### config.mk
export PLATFORM = sky130hd
export DESIGN_NAME = oric_ram_bridge_flat
export DESIGN_NICKNAME = d
export VERILOG_FILES = /design/src/rtl/oric_ram_bridge_if.sv /design/src/rtl/oric_ram_bridge.sv /design/src/flat_wrapper.sv
export SDC_FILE = /design/constraint.sdc
export NUM_CORES = 1
export LEC_CHECK = 0
export ABC_AREA = 0
export BUFFER_PORTS_ARGS = -buffer_cell sky130_fd_sc_hd__buf_2
export CAP_MARGIN = 15
export CORE_MARGIN = 2
export CORE_UTILIZATION = 30
export DETAILED_ROUTE_END_ITERATION = 8
export PLACE_DENSITY = 0.52
export RECOVER_POWER = 50
export SYNTH_ARGS = -nofsm -noshare
export SYNTH_HDL_FRONTEND = slang
export SYNTH_SLANG_ARGS = --single-unit
export TNS_END_PERCENT = 20
### constraint.sdc
create_clock -name clk -period 3.6 [get_ports clk]
set_input_delay 0.9 -clock clk [delete_from_list [all_inputs] [get_ports clk]]
set_output_delay 0.9 -clock clk [all_outputs]
set_load 0.02 [all_outputs]
### src/rtl/oric_ram_bridge_if.sv
// Bus bundle between the Oric core RAM strobes, the bridge, and SDRAM controller port 1.
// master is the bridge's view; slave is the view of the core plus the SDRAM controller.
interface oric_ram_bridge_if;
  logic        ram_cs;
  logic        ram_oe;
  logic        ram_we;
  logic [15:0] ram_ad;
  logic [7:0]  ram_d;
  logic [7:0]  ram_q;
  logic        port_req;
  logic        port_ack;
  logic [15:0] port_a;
  logic [1:0]  port_ds;
  logic        port_we;
  logic [15:0] port_d;
  logic [15:0] port_q;
  logic        busy;
  logic        overrun;

  modport master (
    input  ram_cs, ram_oe, ram_we, ram_ad, ram_d, port_ack, port_q,
    output ram_q, port_req, port_a, port_ds, port_we, port_d, busy, overrun
  );

  modport slave (
    output ram_cs, ram_oe, ram_we, ram_ad, ram_d, port_ack, port_q,
    input  ram_q, port_req, port_a, port_ds, port_we, port_d, busy, overrun
  );
endinterface

### src/rtl/oric_ram_bridge.sv
// Synchronises Oric core RAM strobes into the SDRAM clock domain and serialises the resulting
// accesses onto the SDRAM toggle-handshake port, with a one-deep pending slot.
module oric_ram_bridge #(
  parameter int unsigned SYNC_STAGES = 2
) (
  input logic                clk,
  input logic                init_n,
  oric_ram_bridge_if.master  bus
);

  typedef struct packed {
    logic        cs;
    logic        oe;
    logic        we;
    logic [15:0] ad;
    logic [7:0]  d;
  } core_smp_t;

  typedef struct packed {
    logic        we;
    logic [15:0] ad;
    logic [7:0]  d;
  } cmd_t;

  typedef enum logic [0:0] {StIdle, StWait} state_e;

  core_smp_t sync_q [SYNC_STAGES];
  core_smp_t in_smp, s_smp, p_q;

  state_e      state_q, state_d;
  cmd_t        pend_q, pend_d;
  logic        pend_vld_q, pend_vld_d;
  logic        overrun_q, overrun_d;
  logic [7:0]  ram_q_q, ram_q_d;
  logic        port_req_q, port_req_d;
  logic [15:0] port_a_q, port_a_d;
  logic [1:0]  port_ds_q, port_ds_d;
  logic        port_we_q, port_we_d;
  logic [15:0] port_d_q, port_d_d;

  logic stable, wr_evt, rd_evt, evt, issue;
  cmd_t evt_cmd, issue_cmd;

  assign in_smp = {bus.ram_cs, bus.ram_oe, bus.ram_we, bus.ram_ad, bus.ram_d};
  assign s_smp  = sync_q[SYNC_STAGES-1];

  always_ff @(posedge clk or negedge init_n) begin
    if (!init_n) begin
      for (int i = 0; i < int'(SYNC_STAGES); i++) sync_q[i] <= '0;
      p_q <= '0;
    end else begin
      sync_q[0] <= in_smp;
      for (int i = 1; i < int'(SYNC_STAGES); i++) sync_q[i] <= sync_q[i-1];
      p_q <= s_smp;
    end
  end

  // Only trust the sample once the address has settled across the last two stages.
  assign stable  = (s_smp.ad == sync_q[SYNC_STAGES-2].ad);
  assign wr_evt  = stable & s_smp.cs & s_smp.we & ~(p_q.cs & p_q.we);
  assign rd_evt  = stable & s_smp.cs & s_smp.oe & (~(p_q.cs & p_q.oe) | (s_smp.ad != p_q.ad));
  assign evt     = wr_evt | rd_evt;
  assign evt_cmd = '{we: wr_evt, ad: s_smp.ad, d: s_smp.d};

  always_comb begin
    state_d    = state_q;
    pend_d     = pend_q;
    pend_vld_d = pend_vld_q;
    overrun_d  = overrun_q;
    ram_q_d    = ram_q_q;
    port_req_d = port_req_q;
    port_a_d   = port_a_q;
    port_ds_d  = port_ds_q;
    port_we_d  = port_we_q;
    port_d_d   = port_d_q;
    issue      = 1'b0;
    issue_cmd  = pend_q;

    case (state_q)
      StIdle: begin
        if (pend_vld_q) begin
          issue      = 1'b1;
          issue_cmd  = pend_q;
          pend_vld_d = 1'b0;
          // The slot frees this cycle, so a coincident event refills it without overrun.
          if (evt) begin
            pend_d     = evt_cmd;
            pend_vld_d = 1'b1;
          end
        end else if (evt) begin
          issue     = 1'b1;
          issue_cmd = evt_cmd;
        end
      end
      StWait: begin
        if (bus.port_ack == port_req_q) begin
          if (!port_we_q) ram_q_d = port_a_q[0] ? bus.port_q[15:8] : bus.port_q[7:0];
          state_d = StIdle;
        end
        if (evt) begin
          if (pend_vld_q) overrun_d = 1'b1;
          pend_d     = evt_cmd;
          pend_vld_d = 1'b1;
        end
      end
      default: state_d = StIdle;
    endcase

    if (issue) begin
      state_d    = StWait;
      port_req_d = ~port_req_q;
      port_a_d   = issue_cmd.ad;
      port_we_d  = issue_cmd.we;
      port_d_d   = {issue_cmd.d, issue_cmd.d};
      port_ds_d  = issue_cmd.we ? (issue_cmd.ad[0] ? 2'b10 : 2'b01) : 2'b11;
    end
  end

  always_ff @(posedge clk or negedge init_n) begin
    if (!init_n) begin
      state_q    <= StIdle;
      pend_q     <= '0;
      pend_vld_q <= 1'b0;
      overrun_q  <= 1'b0;
      ram_q_q    <= 8'h00;
      port_req_q <= 1'b0;
      port_a_q   <= 16'h0000;
      port_ds_q  <= 2'b11;
      port_we_q  <= 1'b0;
      port_d_q   <= 16'h0000;
    end else begin
      state_q    <= state_d;
      pend_q     <= pend_d;
      pend_vld_q <= pend_vld_d;
      overrun_q  <= overrun_d;
      ram_q_q    <= ram_q_d;
      port_req_q <= port_req_d;
      port_a_q   <= port_a_d;
      port_ds_q  <= port_ds_d;
      port_we_q  <= port_we_d;
      port_d_q   <= port_d_d;
    end
  end

  assign bus.ram_q    = ram_q_q;
  assign bus.port_req = port_req_q;
  assign bus.port_a   = port_a_q;
  assign bus.port_ds  = port_ds_q;
  assign bus.port_we  = port_we_q;
  assign bus.port_d   = port_d_q;
  assign bus.busy     = (state_q == StWait) | pend_vld_q;
  assign bus.overrun  = overrun_q;

endmodule

### src/flat_wrapper.sv
// flat-port wrapper written by rule: the top's interface ports become plain ports
module oric_ram_bridge_flat 
#(
  parameter int unsigned SYNC_STAGES = 2
)
  (clk, init_n, bus_ram_cs, bus_ram_oe, bus_ram_we, bus_ram_ad, bus_ram_d, bus_port_ack, bus_port_q, bus_ram_q, bus_port_req, bus_port_a, bus_port_ds, bus_port_we, bus_port_d, bus_busy, bus_overrun);
  oric_ram_bridge_if bus_i ();
  input logic clk;
  input logic init_n;
  input wire logic [$bits(bus_i.ram_cs)-1:0] bus_ram_cs;
  input wire logic [$bits(bus_i.ram_oe)-1:0] bus_ram_oe;
  input wire logic [$bits(bus_i.ram_we)-1:0] bus_ram_we;
  input wire logic [$bits(bus_i.ram_ad)-1:0] bus_ram_ad;
  input wire logic [$bits(bus_i.ram_d)-1:0] bus_ram_d;
  input wire logic [$bits(bus_i.port_ack)-1:0] bus_port_ack;
  input wire logic [$bits(bus_i.port_q)-1:0] bus_port_q;
  output wire logic [$bits(bus_i.ram_q)-1:0] bus_ram_q;
  output wire logic [$bits(bus_i.port_req)-1:0] bus_port_req;
  output wire logic [$bits(bus_i.port_a)-1:0] bus_port_a;
  output wire logic [$bits(bus_i.port_ds)-1:0] bus_port_ds;
  output wire logic [$bits(bus_i.port_we)-1:0] bus_port_we;
  output wire logic [$bits(bus_i.port_d)-1:0] bus_port_d;
  output wire logic [$bits(bus_i.busy)-1:0] bus_busy;
  output wire logic [$bits(bus_i.overrun)-1:0] bus_overrun;
  assign bus_i.ram_cs = bus_ram_cs;
  assign bus_i.ram_oe = bus_ram_oe;
  assign bus_i.ram_we = bus_ram_we;
  assign bus_i.ram_ad = bus_ram_ad;
  assign bus_i.ram_d = bus_ram_d;
  assign bus_i.port_ack = bus_port_ack;
  assign bus_i.port_q = bus_port_q;
  assign bus_ram_q = bus_i.ram_q;
  assign bus_port_req = bus_i.port_req;
  assign bus_port_a = bus_i.port_a;
  assign bus_port_ds = bus_i.port_ds;
  assign bus_port_we = bus_i.port_we;
  assign bus_port_d = bus_i.port_d;
  assign bus_busy = bus_i.busy;
  assign bus_overrun = bus_i.overrun;
  oric_ram_bridge #(.SYNC_STAGES(SYNC_STAGES)) u_core (.clk(clk), .init_n(init_n), .bus(bus_i));
endmodule
==> results of run 1 <==
==> power groups by stage <==
stage          clock network, mW  registers, mW  logic (mW)
2_1_floorplan                  0           1.64      0.0537
3_3_place_gp                   0           1.65       0.124
3_5_place_dp                   0           1.65       0.125
4_1_cts                     1.71           1.62       0.126
5_1_grt                     1.78           1.62       0.140
6_report                    1.67           1.62       0.122
==> cells in the mapped netlist, drive strengths merged, types with 2 or more instances <==
cell      n  share of area (%)
a21oi    10               0.97
nor4      3               0.34
nand2b    2               0.23
xor2     11                1.7
buf      14                2.7
nor2     14               0.95
inv       5               0.34
nor3      4               0.45
a22oi    16                2.2
nand2    42                2.8
nand4     4               0.45
a31oi     2               0.23
mux2i    34                6.1
nor2b    17                1.9
nand3     2               0.18
mux2     23                6.0
nor3b    16                2.3
clkbuf   14               0.95
a221o     8                1.4
dfrtp   135                 61
dfstp     2               0.95
xnor2    23                3.6
nand4b    2               0.32
==> final cells by class <==
cell class	count	area share [%]
clock buffers	17	6.33
clock inverters	15	2.14
inverters	6	0.335
multi-input cells	244	28.2
flip-flops and latches	137	51.1
well taps	229	4.26
repair buffers	97	7.73
==> sequential cells by signal (all words and copies together), names as in the netlist, 2 cells and up <==
name,cells
u_core.bus.port_d,8
u_core.bus.port_ds,2
u_core.p_q,19
u_core.pend_q,25
u_core.sync_q,27
u_core.s_smp,3
u_core.bus.ram_q,8
u_core.bus.port_a,16
u_core.evt_cmd,24
==> kinds of logic after synthesis <==
logic type               count (synthesis)  synth area share [%]
AND/OR/NAND/NOR                        110                  10.7
multiplexers                            57                  12.1
adder cells (fa/ha/maj)                  1                 0.181
buffers and inverters                   34                  4.04
AO/OA/AOI/OAI                           42                  5.65
flip-flops                             137                  62.0
XOR/XNOR                                34                  5.38
==> final timing paths <==
path                       cells past startpoint                        start                                 to  slack [ns]
max                                            7  u_core.evt_cmd[9]$_DFF_PN0_   u_core.bus.port_d[7]$_DFFE_PN0P_        1.10
min                                            0  u_core.sync_q[52]$_DFF_PN0_         u_core.s_smp[25]$_DFF_PN0_        0.35
max reg2reg                                    7  u_core.evt_cmd[9]$_DFF_PN0_   u_core.bus.port_d[7]$_DFFE_PN0P_        1.10
min reg2reg                                    0  u_core.sync_q[52]$_DFF_PN0_         u_core.s_smp[25]$_DFF_PN0_        0.35
max in group asynchronous                      2                       init_n  u_core.bus.port_ds[0]$_DFFE_PN1P_        2.31
min in group asynchronous                      1                       init_n        u_core.sync_q[45]$_DFF_PN0_        0.43
==> stage by stage <==
step	utilization, %	hold WS [ns]
after floorplan	-	0.331
after global placement	34.1	0.336
after detailed placement	34.1	0.336
after CTS	37.3	0.350
after global routing	37.3	0.357
final	37.3	0.351
==> layer usage <==
layer	global-route usage, %	up-vias	share of wire (%)
li1	-	1604	-
met1	16.7	1717	46
met2	20.6	80	48
met3	3.68	18	3.8
met4	6.00	0	1.8
met5	0	-	0
==> run metrics, run 1 <==
final hold violations 0; Max Fclk between 0.4 and 0.5 GHz; Die Wd around 140 um; Sink Count roughly 140; final setup vio count 0; DRC Markers 0; critical path class register to register; Post-Syn Nets approximately 460; largest net degree at the start of global routing 86; Post-synth EDFFs 0; Worst Setup End Kind register; internal power 2.60 mW; layout cells sized above 1 31.4%; crit-path cells xor2_1, nor4_1, nand4b_1, nor4b_4, buf_4, mux2i_1, a221o_1; max-cap viol count 0; Final Slew Violations 0; CTS tree yes; most common cell after layout, fill and taps aside dfrtp_1; leak pwr roughly 3.2 nW; DR vias 3419; number of setup buffers added after CTS 0; Multi-input gate area 1890 um2; Flop pwr share a little under half; most frequent cells in the layout dfrtp_1 (135), buf_2 (90), nand2_1 (42); Final nets about 550; Routed WL 12000 um; cells after synthesis approximately 420; Slew @ Worst Pin 0.953 ns; Sw Share a little under a quarter; Synth Warn # 0; Tot Pwr 3.41 mW; Relative slew margins a little over a third; synthesis-to-finish area growth 21.4%; fill count roughly 1.7k; GR Util All Layers a little over an eighth; FF/Latch Area between 3000 and 4000 um2; Pwr per Cell Area 507 nW/um2; Resized Gates After CTS 0; dpl hpwl 7920 um; worst hold path class register to register; CP top delay family simple AND/OR/NAND/NOR gates; Cell Area, Placed 6150 um2; H-tree levels 4; Port Buf Inserts 91; global placement routability congestion about 0.75; Vias/cell about 4.6; cts bufs inserted 17; most common flop cell mapped by yosys dfrtp_1; initial antenna violation count 0; quantity of hold-fixing buffers added after cts 0; initial core utilization about 30%; Final WS setup 1.10 ns; Yosys cell types between 40 and 50; Clk network pwr share 48.9%; Remaining Overflow, GRT 0; clock skew about 0.010 ns; core area approximately 18000 um2; slowest stage delay, CP 0.47 ns; clk buf depth 2; final worst path period need roughly 2.5 ns; setup TNS 0 ns; critical path arrival 2.81 ns; Clk pin slew, worst setup/hold paths 0.06 ns; Max FO, Critical Path 27; CTS root buffer clkbuf_16; logic gate share of total power 3.6%; slowest CP cell buf_4; DR iter-0 viols between 200 and 250; Place WS around 1.1 ns; final instance area 6720 um2; outcome finished clean; Initial DRT Pass Iterations 5; first-pass GRT wire length 19700 um; Core Rows between 40 and 50; Routed Antenna Nets 0; RSZ-0062 raised after global routing false; register area share after synthesis 62.0%; placed cells roughly 710; Max VDD drop roughly 350 uV; part of the cycle the worst path needs between 60% and 70%; non-filler cells, final between 700 and 800; IO Pins 92; vias in the first global route ~3.6k; share of flip-flops with an asynchronous set or reset 100%; Syn Std Cell Area ~5500 um2; # diodes 0; Die Y around 140 um; area of the die between 15000 and 20000 um2; Mean Syn Cell Area about 13 um2; CP Buf/Inv Count 1; Yosys reg bits around 140; Worst Path Required 3.91 ns; sw power 0.810 mW; worst-skew pair later-pin latency between 0.4 and 0.5 ns; WL/cell between 15 and 20 um; CP Launch Type register
(Power assumes the default switching activity.)
==> run 2: changes to the inputs <==
ABC_AREA = 1   (was 0)
clock period = 2.6 ns   (was 3.6 ns; I/O delays follow)
==> run 2 against run 1 <==
Clock power up 63%. Cell count up 23%. Utilization up 0.77 points. Sequential power up 40%.
==> run metrics, run 2 <==
outcome finished clean; Yosys cell types 33; WL/cell roughly 13 um; largest area contributor in the netlist dfrtp_1; Sink Count around 140; hold slack 0.338 ns; GRT met3 Usage approximately 4.4%; leak pwr 3.53 nW; final setup vio count 0; # diodes 0; cts bufs inserted 17; DR iter-0 viols 267; flop2flop setup slack a little under 0.4 ns; DRC Markers 0; number of setup buffers added after CTS 0; Final nets roughly 720; Synth Warn # 0; cells after synthesis between 500 and 600; setup TNS 0 ns; Die Wd ~140 um; Worst Path Required roughly 3.0 ns; Final Slew Violations 0; GR peak layer met2; Die Y 140 um; most frequent cells in the layout nand2_1 (172), dfrtp_1 (135), buf_2 (90); part of the cycle the worst path needs 85.2%; worst-skew pair later-pin latency 0.42 ns; Core Rows 49; RSZ-0062 raised after global routing false; Max Fclk approximately 0.45 GHz; critical path arrival between 2 and 3 ns; global placement routability congestion about 0.8; worst reg2reg path startpoint u_core.evt_cmd[9]$_DFF_PN0_; most common cell after layout, fill and taps aside nand2_1; ranking of synthesized cells by area dfrtp_1 (61%), nand2_1 (12%), inv_1 (4.2%), o21ai_0 (3.4%), a21oi_1 (3.2%); Post-Syn Nets about 630; first-pass GRT wire length between 15000 and 20000 um; DR vias between 4k and 5k; met1 Use GR between 10% and 20%; clock skew 0.00948 ns; max-cap viol count 0; Post-synth EDFFs 0; IO Pins 92; Max FO, Critical Path 53; Critical Path Start u_core.evt_cmd[9]$_DFF_PN0_; Clk pin slew, worst setup/hold paths 0.05 ns; Slew @ Worst Pin 1.43 ns; final worst path period need 2.21 ns; Resized Gates After CTS 0; largest register by flop count u_core.sync_q; area of the die roughly 20000 um2; dpl hpwl just over 8000 um; Yosys reg bits about 140; Relative slew margins between 4 and 5%; Max VDD drop 441 uV; CTS tree yes; Port Buf Inserts 91; initial core utilization 30.8%; share of flip-flops with an asynchronous set or reset 100%; max reg flops 27; final hold violations 0; Mean Syn Cell Area ~9.4 um2; largest net degree at the start of global routing slightly above 70; CP Launch Type register; H-tree levels 4; worst hold path class primary input to register; most common cell in the synthesized netlist nand2_1; post-synth top area share ~61%; layout cells sized above 1 ~23%; CTS root buffer clkbuf_16; quantity of hold-fixing buffers added after cts 0; GR Util All Layers between 10% and 20%; top post-synthesis cells by count nand2_1 (172), dfrtp_1 (135), inv_1 (62); initial antenna violation count 0; clk buf depth 2; Vias/cell between 4 and 5; register area share after synthesis about three fifths; Routed Antenna Nets 0; Pwr per Cell Area ~760 nW/um2; critical path class register to register; synthesis-to-finish area growth 23.7%; Worst Setup End Kind register; hold wc startpoint bus_ram_ad[14]; most common flop cell mapped by yosys dfrtp_1; Syn Std Cell Area between 5000 and 6000 um2; Remaining Overflow, GRT 0; GR Util met2 around a fifth; vias in the first global route 3953; Routed WL roughly 12000 um; Initial DRT Pass Iterations 5; core area around 18000 um2
==> run 2: changes by cell type after synthesis, moves of 15 or more <==
cell	delta
a21oi_1	+26
a22oi_1	-16
inv_1	+57
mux2_4	-19
mux2i_1	-26
nand2_1	+130
nor2_1	+23
nor2b_1	-17
nor3b_1	-15
o21ai_0	+37
o21ai_1	+19
o21ai_2	+17
xnor2_1	-19
==> run 2: layout make-up <==
cell class,instances,area [um2]
Multi-Input combinational cell,357,1690
Fill cell,1826,11200
Clock inverter,8,190
Inverter,63,236
Sequential cell,137,3430
Timing Repair Buffer,100,542
Clock buffer,24,482
Tap cell,229,287
==> run 2: stage by stage <==
step | util (%) | setup slack (ns) | power, mW | area [um2] | instances
final | 38.1 | 0.385 | 5.22 | 6860 | 918
after global routing | 38.1 | 0.0498 | 5.44 | 6860 | 918
after CTS | 38.2 | 0.345 | 5.30 | 6880 | 918
after detailed placement | 34.5 | 0.374 | 2.54 | 6210 | 886
after global placement | 34.5 | 0.426 | 2.53 | 6210 | 886
after floorplan | - | 0.700 | 2.40 | 5550 | 587
==> run 2: path summary, 6_finish.rpt <==
path                                                     end  cells after the start
hold / removal                   u_core.sync_q[49]$_DFF_PN0_                      1
max in group asynchronous      u_core.pend_q[23]$_DFFE_PN0P_                      2
setup / recovery           u_core.bus.port_a[11]$_DFFE_PN0P_                     14
min in group asynchronous        u_core.sync_q[43]$_DFF_PN0_                      1
setup reg to reg           u_core.bus.port_a[11]$_DFFE_PN0P_                     14
hold reg to reg                  u_core.evt_cmd[0]$_DFF_PN0_                      0
==> run 2: cells by family after synthesis <==
group | synth area share [%]
AND/OR/NAND/NOR | 16.5
multiplexers | 1.44
flip-flops | 61.9
AO/OA/AOI/OAI | 11.6
XOR/XNOR | 0.947
buffers and inverters | 7.65
==> run 2: power breakdown <==
group	total, mW	switching [mW]	internal, mW
Sequential	2.27	0.0527	2.21
Clock	2.73	0.854	1.87
Combinational	0.221	0.138	0.0831
Total	5.22	1.05	4.17
==> run 2: worst max-delay path, cell delays in order, from the launching register on <==
cell	delay, ns
dfrtp_1	0.45
inv_1	0.10
nand2_1	0.08
nand2_1	0.06
nor2_1	0.08
nand2_1	0.06
nor2_1	0.10
nand2_1	0.06
nor2_2	0.13
nand3_2	0.13
nand3_2	0.13
nand2_4	0.32
a21oi_1	0.24
o21ai_0	0.11
nand2_1	0.08
==> run 2: metal layers <==
| metal | part of all wire, % | vias up |
|---|---|---|
| met5 | 0 | - |
| met4 | 1.0 | 0 |
| met3 | 5.1 | 6 |
| met2 | 48 | 99 |
| met1 | 46 | 1907 |
| li1 | - | 2012 |
==> run 3: changes to the inputs <==
RECOVER_POWER = default   (was 50)
==> run 3 against run 2 <==
Clock skew decreased by 0.0030 ns. Cell area is 0.36% higher. Worst hold slack got worse by 0.14 ns. Sequential share of layout area shrank 0.18 points. Via count about the same. Combinational power up 2%. Non-clock buffer count is the same. Global-route usage did not move. Worst setup slack better by 0.0098 ns. Largest cell class unchanged. Largest power group unchanged.
==> run metrics, run 3 (synthesized netlist as in run 2, its figures left out) <==
area of the die just under 20000 um2; Final nets approximately 720; initial antenna violation count 0; GR Util All Layers 12.6%; FF-to-FF End u_core.bus.port_a[11]$_DFFE_PN0P_; Relative slew margins 60.5%; layout cells sized above 1 between 20% and 30%; Slew @ Worst Pin 0.592 ns; Vias/cell about 4.4; core area ~18000 um2; Worst Setup End Kind primary output; Initial DRT Pass Iterations 5; critical path class register to primary output; final instance area just under 7000 um2; clock skew 0.00653 ns; Tot Pwr 5.23 mW; Resized Gates After CTS 0; crit-path cells nor2_1, clkinv_1, buf_2; Max FO, Critical Path 7; worst-skew pair later-pin latency around 0.42 ns; hold slack 0.199 ns; CTS tree yes; final hold violations 0; Cell Area, Placed roughly 6200 um2; outcome finished clean; Remaining Overflow, GRT 0; Final Slew Violations 0; Sink Count 137; H-tree levels 4; largest register by flop count u_core.sync_q; dpl hpwl 8140 um; leak pwr 3.55 nW; DR vias around 4.0k; flop2flop setup slack 0.40 ns; # diodes 0; Routed Antenna Nets 0; DR iter-0 viols between 200 and 300; DRC Markers 0; worst hold path class primary input to asynchronous set/reset pin; vias in the first global route ~4.0k; Pwr per Cell Area 759 nW/um2; IO Pins 92; non-filler cells, final just over 900; slowest stage delay, CP slightly below 0.4 ns; most common cell after layout, fill and taps aside nand2_1; synthesis-to-finish area growth 24.1%; number of setup buffers added after CTS 0; Worst Path Required approximately 2.0 ns; most frequent cells in the layout nand2_1 (172), dfrtp_1 (135), buf_2 (90); part of the cycle the worst path needs between 80% and 90%; CTS root buffer clkbuf_16; cts bufs inserted 17; Core Rows 49; Max VDD drop about 450 uV; WL/cell between 10 and 15 um; RSZ-0062 raised after global routing false; quantity of hold-fixing buffers added after cts 0; Port Buf Inserts 91; Max Fclk roughly 0.45 GHz; global placement routability congestion about 0.82; critical path arrival 1.55 ns; max reg flops 27; Clk pin slew, worst setup/hold paths 0.06 ns; final setup vio count 0; initial core utilization a little under a third; worst reg2reg path startpoint u_core.evt_cmd[9]$_DFF_PN0_; CP Launch Type register; first-pass GRT wire length 19400 um; final worst path period need 2.20 ns; Die Y around 140 um; clk buf depth 2; placed cells about 890; Routed WL approximately 12000 um; setup TNS 0 ns; largest net degree at the start of global routing 71; slowest CP cell dfrtp_1; Die Wd 140 um; Worst R2R Path Depth 14; max-cap viol count 0
==> run 3: power by group <==
part | internal [mW] | leakage [nW] | switching (mW) | total [mW]
Clock | 1.87 | 0.328 | 0.861 | 2.73
Sequential | 2.21 | 1.71 | 0.0525 | 2.27
Combinational | 0.0873 | 1.51 | 0.139 | 0.226
Total | 4.17 | 3.55 | 1.05 | 5.23
==> run 3: worst max path at each step <==
stage                                  startpoint                                 to
global placement     u_core.evt_cmd[21]$_DFF_PN0_  u_core.bus.port_ds[0]$_DFFE_PN1P_
floorplan           u_core.pend_vld_q$_DFFE_PN0P_                           bus_busy
CTS                      u_core.state_q$_DFF_PN0_                           bus_busy
finish                   u_core.state_q$_DFF_PN0_                           bus_busy
detailed placement    u_core.evt_cmd[9]$_DFF_PN0_  u_core.bus.port_a[11]$_DFFE_PN0P_
global route          u_core.evt_cmd[9]$_DFF_PN0_  u_core.bus.port_ds[0]$_DFFE_PN1P_
==> run 3: area by class of cell <==
class	count	area [um2]
repair buffers	100	567
multi-input cells	357	1690
fillers	1822	11100
clock buffers	24	482
flip-flops and latches	137	3430
clock inverters	8	190
well taps	229	287
inverters	63	236
==> run 3: through the flow <==
step / setup slack, ns / util (%)
final: 0.395 / 38.2
after global routing: 0.0498 / 38.2
after CTS: 0.345 / 38.2
after detailed placement: 0.374 / 34.5
after global placement: 0.426 / 34.5
after floorplan: 0.700 / -
==> run 3: routing by layer <==
metal | track usage, % | wire [um] | up-vias | part of all wire [%]
li1 | - | - | 2018 | -
met1 | 15.6 | 5380 | 1910 | 46
met2 | 20.5 | 5490 | 85 | 47
met3 | 4.44 | 598 | 12 | 5.1
met4 | 4.74 | 167 | 0 | 1.4
met5 | 0 | 0 | - | 0
==> run 3: critical path, delay by kind of cell (launching register included) <==
family	cells	cell delay (ns)
flops	1	0.39
buf+inv	2	0.39
simple gates	1	0.36
